### src/rtl/spi_exchange_arbiter_if.sv
// Requester and engine side signals of the SPI exchange arbiter.
// The master modport is the requesters plus the exchange engine; the slave modport is the arbiter.
interface spi_exchange_arbiter_if #(
    parameter int NUM_REQ    = 4,
    parameter int DATA_WIDTH = 8
);
    logic [NUM_REQ-1:0]            req;
    logic [NUM_REQ-1:0]            lock;
    logic [NUM_REQ*DATA_WIDTH-1:0] send_data;
    logic [NUM_REQ-1:0]            ack;
    logic                          err;
    logic [DATA_WIDTH-1:0]         recv_data;
    logic [NUM_REQ-1:0]            grant;
    logic                          spi_exchange;
    logic                          spi_select;
    logic [DATA_WIDTH-1:0]         spi_send_data;
    logic                          spi_busy;
    logic                          spi_ready;
    logic [DATA_WIDTH-1:0]         spi_recv_data;

    modport master (
        output req, lock, send_data, spi_busy, spi_ready, spi_recv_data,
        input  ack, err, recv_data, grant, spi_exchange, spi_select, spi_send_data
    );

    modport slave (
        input  req, lock, send_data, spi_busy, spi_ready, spi_recv_data,
        output ack, err, recv_data, grant, spi_exchange, spi_select, spi_send_data
    );
endinterface

### src/rtl/spi_exchange_arbiter.sv
// Round-robin arbiter sharing one SPI byte-exchange engine between NUM_REQ requesters,
// with locked (CS-held) multi-byte bursts and a watchdog on the engine's completion.
module spi_exchange_arbiter #(
    parameter int NUM_REQ    = 4,
    parameter int REQ_IDX    = 2,
    parameter int DATA_WIDTH = 8,
    parameter int TIMEOUT_W  = 16
) (
    input  logic                  clk_i,
    input  logic                  arst_n_i,
    input  logic                  soft_rst_i,
    spi_exchange_arbiter_if.slave bus
);
    typedef enum logic [2:0] {IDLE, LAUNCH, WAIT, DONE, HOLD} state_t;

    localparam logic [TIMEOUT_W-1:0] WD_MAX  = '1;
    localparam logic [TIMEOUT_W-1:0] WD_LAST = WD_MAX - 1'b1;

    state_t                state;
    logic [REQ_IDX-1:0]    ptr;
    logic [REQ_IDX-1:0]    owner;
    logic [TIMEOUT_W-1:0]  wd;
    logic [NUM_REQ-1:0]    grant_r;
    logic [NUM_REQ-1:0]    ack_r;
    logic                  err_r;
    logic                  exch_r;
    logic                  sel_r;
    logic [DATA_WIDTH-1:0] send_r;
    logic [DATA_WIDTH-1:0] recv_r;

    logic [REQ_IDX-1:0]    cand;
    logic [REQ_IDX-1:0]    pick_idx;
    logic                  pick_vld;
    logic [DATA_WIDTH-1:0] pick_byte;
    logic [DATA_WIDTH-1:0] owner_byte;

    function automatic logic [REQ_IDX-1:0] wrap_inc(input logic [REQ_IDX-1:0] idx);
        return (idx == REQ_IDX'(NUM_REQ - 1)) ? '0 : idx + 1'b1;
    endfunction

    function automatic logic [NUM_REQ-1:0] onehot(input logic [REQ_IDX-1:0] idx);
        return NUM_REQ'(1) << idx;
    endfunction

    // Search starts at the pointer and wraps, so the last-served requester goes to the back.
    always_comb begin
        cand     = ptr;
        pick_idx = ptr;
        pick_vld = 1'b0;
        for (int i = 0; i < NUM_REQ; i++) begin
            if (!pick_vld && bus.req[cand]) begin
                pick_vld = 1'b1;
                pick_idx = cand;
            end
            cand = wrap_inc(cand);
        end
    end

    assign pick_byte  = bus.send_data[int'(pick_idx) * DATA_WIDTH +: DATA_WIDTH];
    assign owner_byte = bus.send_data[int'(owner) * DATA_WIDTH +: DATA_WIDTH];

    always_ff @(posedge clk_i or negedge arst_n_i) begin
        if (!arst_n_i) begin
            state   <= IDLE;
            ptr     <= '0;
            owner   <= '0;
            wd      <= '0;
            grant_r <= '0;
            ack_r   <= '0;
            err_r   <= 1'b0;
            exch_r  <= 1'b0;
            sel_r   <= 1'b0;
            send_r  <= '0;
            recv_r  <= '0;
        end else if (soft_rst_i) begin
            state   <= IDLE;
            ptr     <= '0;
            owner   <= '0;
            wd      <= '0;
            grant_r <= '0;
            ack_r   <= '0;
            err_r   <= 1'b0;
            exch_r  <= 1'b0;
            sel_r   <= 1'b0;
            send_r  <= '0;
            recv_r  <= '0;
        end else begin
            ack_r <= '0;
            err_r <= 1'b0;
            case (state)
                IDLE: begin
                    if (pick_vld) begin
                        owner   <= pick_idx;
                        grant_r <= onehot(pick_idx);
                        sel_r   <= 1'b1;
                        send_r  <= pick_byte;
                        exch_r  <= 1'b1;
                        wd      <= '0;
                        state   <= LAUNCH;
                    end
                end
                LAUNCH: begin
                    if (bus.spi_busy) begin
                        exch_r <= 1'b0;
                        state  <= WAIT;
                    end
                end
                WAIT: begin
                    if (bus.spi_ready) begin
                        recv_r <= bus.spi_recv_data;
                        ack_r  <= onehot(owner);
                        state  <= DONE;
                    end else if (wd == WD_LAST) begin
                        // Stalled engine: complete the transfer with an error, keep the old byte.
                        wd     <= WD_MAX;
                        ack_r  <= onehot(owner);
                        err_r  <= 1'b1;
                        state  <= DONE;
                    end else begin
                        wd <= wd + 1'b1;
                    end
                end
                DONE: begin
                    if (bus.lock[owner]) begin
                        state <= HOLD;
                    end else begin
                        grant_r <= '0;
                        sel_r   <= 1'b0;
                        ptr     <= wrap_inc(owner);
                        state   <= IDLE;
                    end
                end
                HOLD: begin
                    // A pending byte wins over a simultaneous unlock; release follows that byte.
                    if (bus.req[owner]) begin
                        send_r <= owner_byte;
                        exch_r <= 1'b1;
                        wd     <= '0;
                        state  <= LAUNCH;
                    end else if (!bus.lock[owner]) begin
                        grant_r <= '0;
                        sel_r   <= 1'b0;
                        ptr     <= wrap_inc(owner);
                        state   <= IDLE;
                    end
                end
                default: state <= IDLE;
            endcase
        end
    end

    assign bus.grant         = grant_r;
    assign bus.ack           = ack_r;
    assign bus.err           = err_r;
    assign bus.recv_data     = recv_r;
    assign bus.spi_exchange  = exch_r;
    assign bus.spi_select    = sel_r;
    assign bus.spi_send_data = send_r;
endmodule

### src/flat_wrapper.sv
// flat-port wrapper written by rule: the top's interface ports become plain ports
module spi_exchange_arbiter_flat 
#(
    parameter int NUM_REQ    = 4,
    parameter int REQ_IDX    = 2,
    parameter int DATA_WIDTH = 8,
    parameter int TIMEOUT_W  = 16
)
  (clk_i, arst_n_i, soft_rst_i, bus_req, bus_lock, bus_send_data, bus_spi_busy, bus_spi_ready, bus_spi_recv_data, bus_ack, bus_err, bus_recv_data, bus_grant, bus_spi_exchange, bus_spi_select, bus_spi_send_data);
  spi_exchange_arbiter_if #(.NUM_REQ(NUM_REQ), .DATA_WIDTH(DATA_WIDTH)) bus_i ();
  input  logic clk_i;
  input  logic arst_n_i;
  input  logic soft_rst_i;
  input wire logic [$bits(bus_i.req)-1:0] bus_req;
  input wire logic [$bits(bus_i.lock)-1:0] bus_lock;
  input wire logic [$bits(bus_i.send_data)-1:0] bus_send_data;
  input wire logic [$bits(bus_i.spi_busy)-1:0] bus_spi_busy;
  input wire logic [$bits(bus_i.spi_ready)-1:0] bus_spi_ready;
  input wire logic [$bits(bus_i.spi_recv_data)-1:0] bus_spi_recv_data;
  output wire logic [$bits(bus_i.ack)-1:0] bus_ack;
  output wire logic [$bits(bus_i.err)-1:0] bus_err;
  output wire logic [$bits(bus_i.recv_data)-1:0] bus_recv_data;
  output wire logic [$bits(bus_i.grant)-1:0] bus_grant;
  output wire logic [$bits(bus_i.spi_exchange)-1:0] bus_spi_exchange;
  output wire logic [$bits(bus_i.spi_select)-1:0] bus_spi_select;
  output wire logic [$bits(bus_i.spi_send_data)-1:0] bus_spi_send_data;
  assign bus_i.req = bus_req;
  assign bus_i.lock = bus_lock;
  assign bus_i.send_data = bus_send_data;
  assign bus_i.spi_busy = bus_spi_busy;
  assign bus_i.spi_ready = bus_spi_ready;
  assign bus_i.spi_recv_data = bus_spi_recv_data;
  assign bus_ack = bus_i.ack;
  assign bus_err = bus_i.err;
  assign bus_recv_data = bus_i.recv_data;
  assign bus_grant = bus_i.grant;
  assign bus_spi_exchange = bus_i.spi_exchange;
  assign bus_spi_select = bus_i.spi_select;
  assign bus_spi_send_data = bus_i.spi_send_data;
  spi_exchange_arbiter #(.NUM_REQ(NUM_REQ), .REQ_IDX(REQ_IDX), .DATA_WIDTH(DATA_WIDTH), .TIMEOUT_W(TIMEOUT_W)) u_core (.clk_i(clk_i), .arst_n_i(arst_n_i), .soft_rst_i(soft_rst_i), .bus(bus_i));
endmodule
### config.mk
export PLATFORM = sky130hd
export DESIGN_NAME = spi_exchange_arbiter_flat
export DESIGN_NICKNAME = d
export VERILOG_FILES = /design/src/rtl/spi_exchange_arbiter_if.sv /design/src/rtl/spi_exchange_arbiter.sv /design/src/flat_wrapper.sv
export SDC_FILE = /design/constraint.sdc
export NUM_CORES = 1
export LEC_CHECK = 0
export BUFFER_PORTS_ARGS = -buffer_cell sky130_fd_sc_hd__buf_2
export CORE_MARGIN = 4
export CORE_UTILIZATION = 35
export DETAILED_ROUTE_END_ITERATION = 10
export PLACE_DENSITY = 0.63
export SYNTH_ARGS = -nofsm -noshare
export SYNTH_HDL_FRONTEND = slang
export SYNTH_SLANG_ARGS = --single-unit
export TNS_END_PERCENT = 10
### constraint.sdc
create_clock -name clk_i -period 3.2 [get_ports clk_i]
set_input_delay 0.64 -clock clk_i [delete_from_list [all_inputs] [get_ports clk_i]]
set_output_delay 0.64 -clock clk_i [all_outputs]
set_load 0.02 [all_outputs]
==> metrics <==
status=complete, no violations; final worst slack=245 ps; cts bufs inserted=5; initial DRC count=262; Avg WL per Cell=16.0 µm; CP Max Fanout=8; peak supply drop=258 µV; async set-reset flop share out of synthesis=100%; Period minus WS final=2950 ps; kind of critical path=register to register; final hold viol count=0; die height=104 µm; post-synthesis cell area=3210 µm²; EDFF count, synth=0; PwrDens=751 nW/µm²; total power draw=2910 µW; Final Skew=3.12 ps; CTS tree=yes; Hold Path Class=primary input to async pin; dpl cells=540; average vias per placed instance=5.66; worst path bufs/invs=0; vias in the first global route=2926; Synth cell types=56; PortBufs=79; n_diodes=0; Post-Synth XOR/XNOR Area=0.545%; initial antenna violation count=0; mean area per synthesized cell=8.95 µm²; Post-Layout Cell Count=548; crit share post-route=92.3%; CP arrival=3170 ps; maximum buffer depth of the clock tree=2; NumNets Final=499; Routed Antenna Nets=0; Yosys warning count=0; CTS clk-pin slew, worst paths=100 ps; pre-CTS setup slack=91.8 ps; Main synth FF type=dfrtp_1; main combinational cell family by area after synthesis=compound AO/OA/AOI/OAI gates; largest net degree at the start of global routing=21; Routed WL=8750 µm; Initial Util=36.5%; Pleak=0.00186 µW; flops & latches, synth=50; CTS root buffer=clkbuf_8; postcts setup bufs=0; HPWL Detailed=6530 µm; cell count after synthesis=359; Top delay family on crit path=compound AO/OA/AOI/OAI gates; Least-Margin Pin Slew=1070 ps; Pins Over Slew Limit=0; clk_lat worst skew=310 ps; layout overhead on the synthesized area=20.5%; critical path, cell by cell=ha_1 > mux4_2 > nor4_1 > o21a_1 > nor3_2 > a211oi_1 > o21ai_1 > o221ai_1; grt ovf=0; die width=104 µm; Max stage delay on crit path=630 ps; sequential share of the synthesized area=38.9%; total track usage=16.1%; fraction of layout instances using a drive strength above 1=26.4%; reg2reg setup slack=250 ps; RePlAce Congestion=0.917; Startpoint Class=register; drt pass-1 iters=4; residual DRC count=0; compound-cell area share of the yosys netlist=28.3%; row cnt=34; unrepaired setup endpoints after global routing=false; synthesized net count=419; first-pass GRT wire length=14800 µm; I/O Pins=80; vias=3099; # hold bufs at CTS=0; maximum capacitance violations=0; CP Capture Type=register; FMAX=338 MHz; Clock Sinks=50; H-tree Lvls=2; mux cell area share after synthesis=4.60%; die area=10800 µm²; simple logic cell fraction of the synthesized area=20.3%; core area=8810 µm²; Slew HR=28.2%; required time worst endpoint=3420 ps; Setup-failing EPs final=0; critical path's slowest cell=mux4_2; Setup TNS Final=0 ps; Post-Synth Adder-Cell Area=2.73%
==> placed cells by master (no fill, tap or decap), types with 5 or more instances in the layout <==
cell type | Yosys | final
a21o_1 | 5 | 5
a21oi_1 | 17 | 17
a22o_1 | 18 | 18
a32oi_1 | 17 | 17
and2_1 | 5 | 5
and3_1 | 5 | 5
buf_2 | 4 | 79
buf_4 | 1 | 14
clkbuf_8 | 0 | 6
dfrtp_1 | 50 | 50
ha_1 | 7 | 7
inv_1 | 10 | 10
nand2_1 | 45 | 45
nand3_1 | 15 | 15
nor2_1 | 24 | 24
nor2b_1 | 18 | 18
nor3_1 | 6 | 6
o21a_1 | 5 | 5
o21ai_0 | 21 | 20
o21ai_1 | 5 | 6
o221ai_1 | 9 | 9
==> metal layers <==
layer,vias up,track usage [%],wire (µm)
met1,1476,24.5,4280
met4,0,2.94,66
li1,1520,-,-
met3,6,2.99,584
met2,97,24.0,3810
met5,-,0,0
==> kinds of logic after synthesis <==
group                      Yosys count
and+or+nand+nor                    134
AOI/OAI and AO/OA                  125
DFF                                 50
buffers and inverters               32
muxes                                9
adders and majority gates            7
xor gates and xnor gates             2
==> through the flow <==
| step | util, % | hold slack, ps | area (µm²) |
|---|---|---|---|
| 3_3_place_gp | 42.5 | 466 | 3750 |
| 2_1_floorplan | - | 344 | 3210 |
| 5_1_grt | 44.0 | 242 | 3870 |
| 3_5_place_dp | 42.5 | 473 | 3750 |
| 6_report | 44.0 | 223 | 3870 |
| 4_1_cts | 43.9 | 230 | 3870 |
==> state kept, by name, summed over array words and instances, names as in the netlist <==
register / flops
u_core.bus.spi_exchange: 1
u_core.wd: 16
u_core.bus.spi_select: 1
u_core.bus.err: 1
u_core.bus.spi_send_data: 8
u_core.ptr: 2
u_core.bus.grant: 4
u_core.bus.recv_data: 8
u_core.bus.ack: 4
u_core.owner: 2
u_core.state: 3
==> cells in the mapped netlist, types with 2 or more instances <==
| library cell | number | area (µm²) |
|---|---|---|
| dfrtp_1 | 50 | 1250 |
| nand2_1 | 45 | 169 |
| nor2_1 | 24 | 90.1 |
| o21ai_0 | 21 | 105 |
| a22o_1 | 18 | 158 |
| nor2b_1 | 18 | 113 |
| a21oi_1 | 17 | 85.1 |
| a32oi_1 | 17 | 149 |
| nand3_1 | 15 | 75.1 |
| clkbuf_1 | 12 | 45.0 |
| inv_1 | 10 | 37.5 |
| o221ai_1 | 9 | 78.8 |
| ha_1 | 7 | 87.6 |
| nor3_1 | 6 | 30.0 |
| a21o_1 | 5 | 37.5 |
| and2_1 | 5 | 31.3 |
| and3_1 | 5 | 31.3 |
| o21a_1 | 5 | 37.5 |
| o21ai_1 | 5 | 25.0 |
| a211oi_1 | 4 | 30.0 |
| buf_2 | 4 | 20.0 |
| mux4_2 | 4 | 90.1 |
| a31oi_1 | 3 | 18.8 |
| nand4_1 | 3 | 18.8 |
| o31ai_1 | 3 | 22.5 |
| o41ai_1 | 3 | 26.3 |
| or2_2 | 3 | 18.8 |
| a32o_1 | 2 | 20.0 |
| inv_2 | 2 | 7.51 |
| mux2i_1 | 2 | 20.0 |
| nor3_2 | 2 | 20.0 |
| nor4_1 | 2 | 12.5 |
| o22a_1 | 2 | 17.5 |
| o2bb2ai_1 | 2 | 17.5 |
| o31a_1 | 2 | 17.5 |
| or4_1 | 2 | 15.0 |
==> report_power, final <==
part | total (µW) | switching (µW) | internal (µW)
Sequential | 834 | 93.8 | 740
Combinational | 1590 | 964 | 626
Clock | 483 | 226 | 258
Total | 2910 | 1280 | 1620
==> what timing repair did <==
action / CTS / global route
hold endpoints to repair: 0 / 0
setup endpoints to repair: 0 / 8
resized for setup: 0 / 2
==> path summary, 6_finish.rpt <==
| path | startpoint | endpoint | cells past startpoint |
|---|---|---|---|
| max | u_core.ptr[0]$_DFFE_PN0P_ | u_core.bus.spi_send_data[4]$_DFFE_PN0P_ | 8 |
| min | arst_n_i | u_core.wd[6]$_DFFE_PN0P_ | 1 |
| max reg2reg | u_core.ptr[0]$_DFFE_PN0P_ | u_core.bus.spi_send_data[4]$_DFFE_PN0P_ | 8 |
| min reg2reg | u_core.bus.grant[2]$_DFFE_PN0P_ | u_core.bus.grant[2]$_DFFE_PN0P_ | 2 |
| max in group asynchronous | arst_n_i | u_core.bus.spi_exchange$_DFFE_PN0P_ | 2 |
| min in group clk_i | u_core.bus.grant[2]$_DFFE_PN0P_ | u_core.bus.grant[2]$_DFFE_PN0P_ | 2 |
==> cell type report <==
class | instances | area, µm²
multi-input combinational | 277 | 1820
tap | 108 | 135
timing repair buffer | 93 | 500
inverter | 12 | 45.0
sequential | 50 | 1250
fill | 875 | 4930
clock inverter | 2 | 38.8
clock buffer | 6 | 82.6
Power figures use the tool's default switching activity.
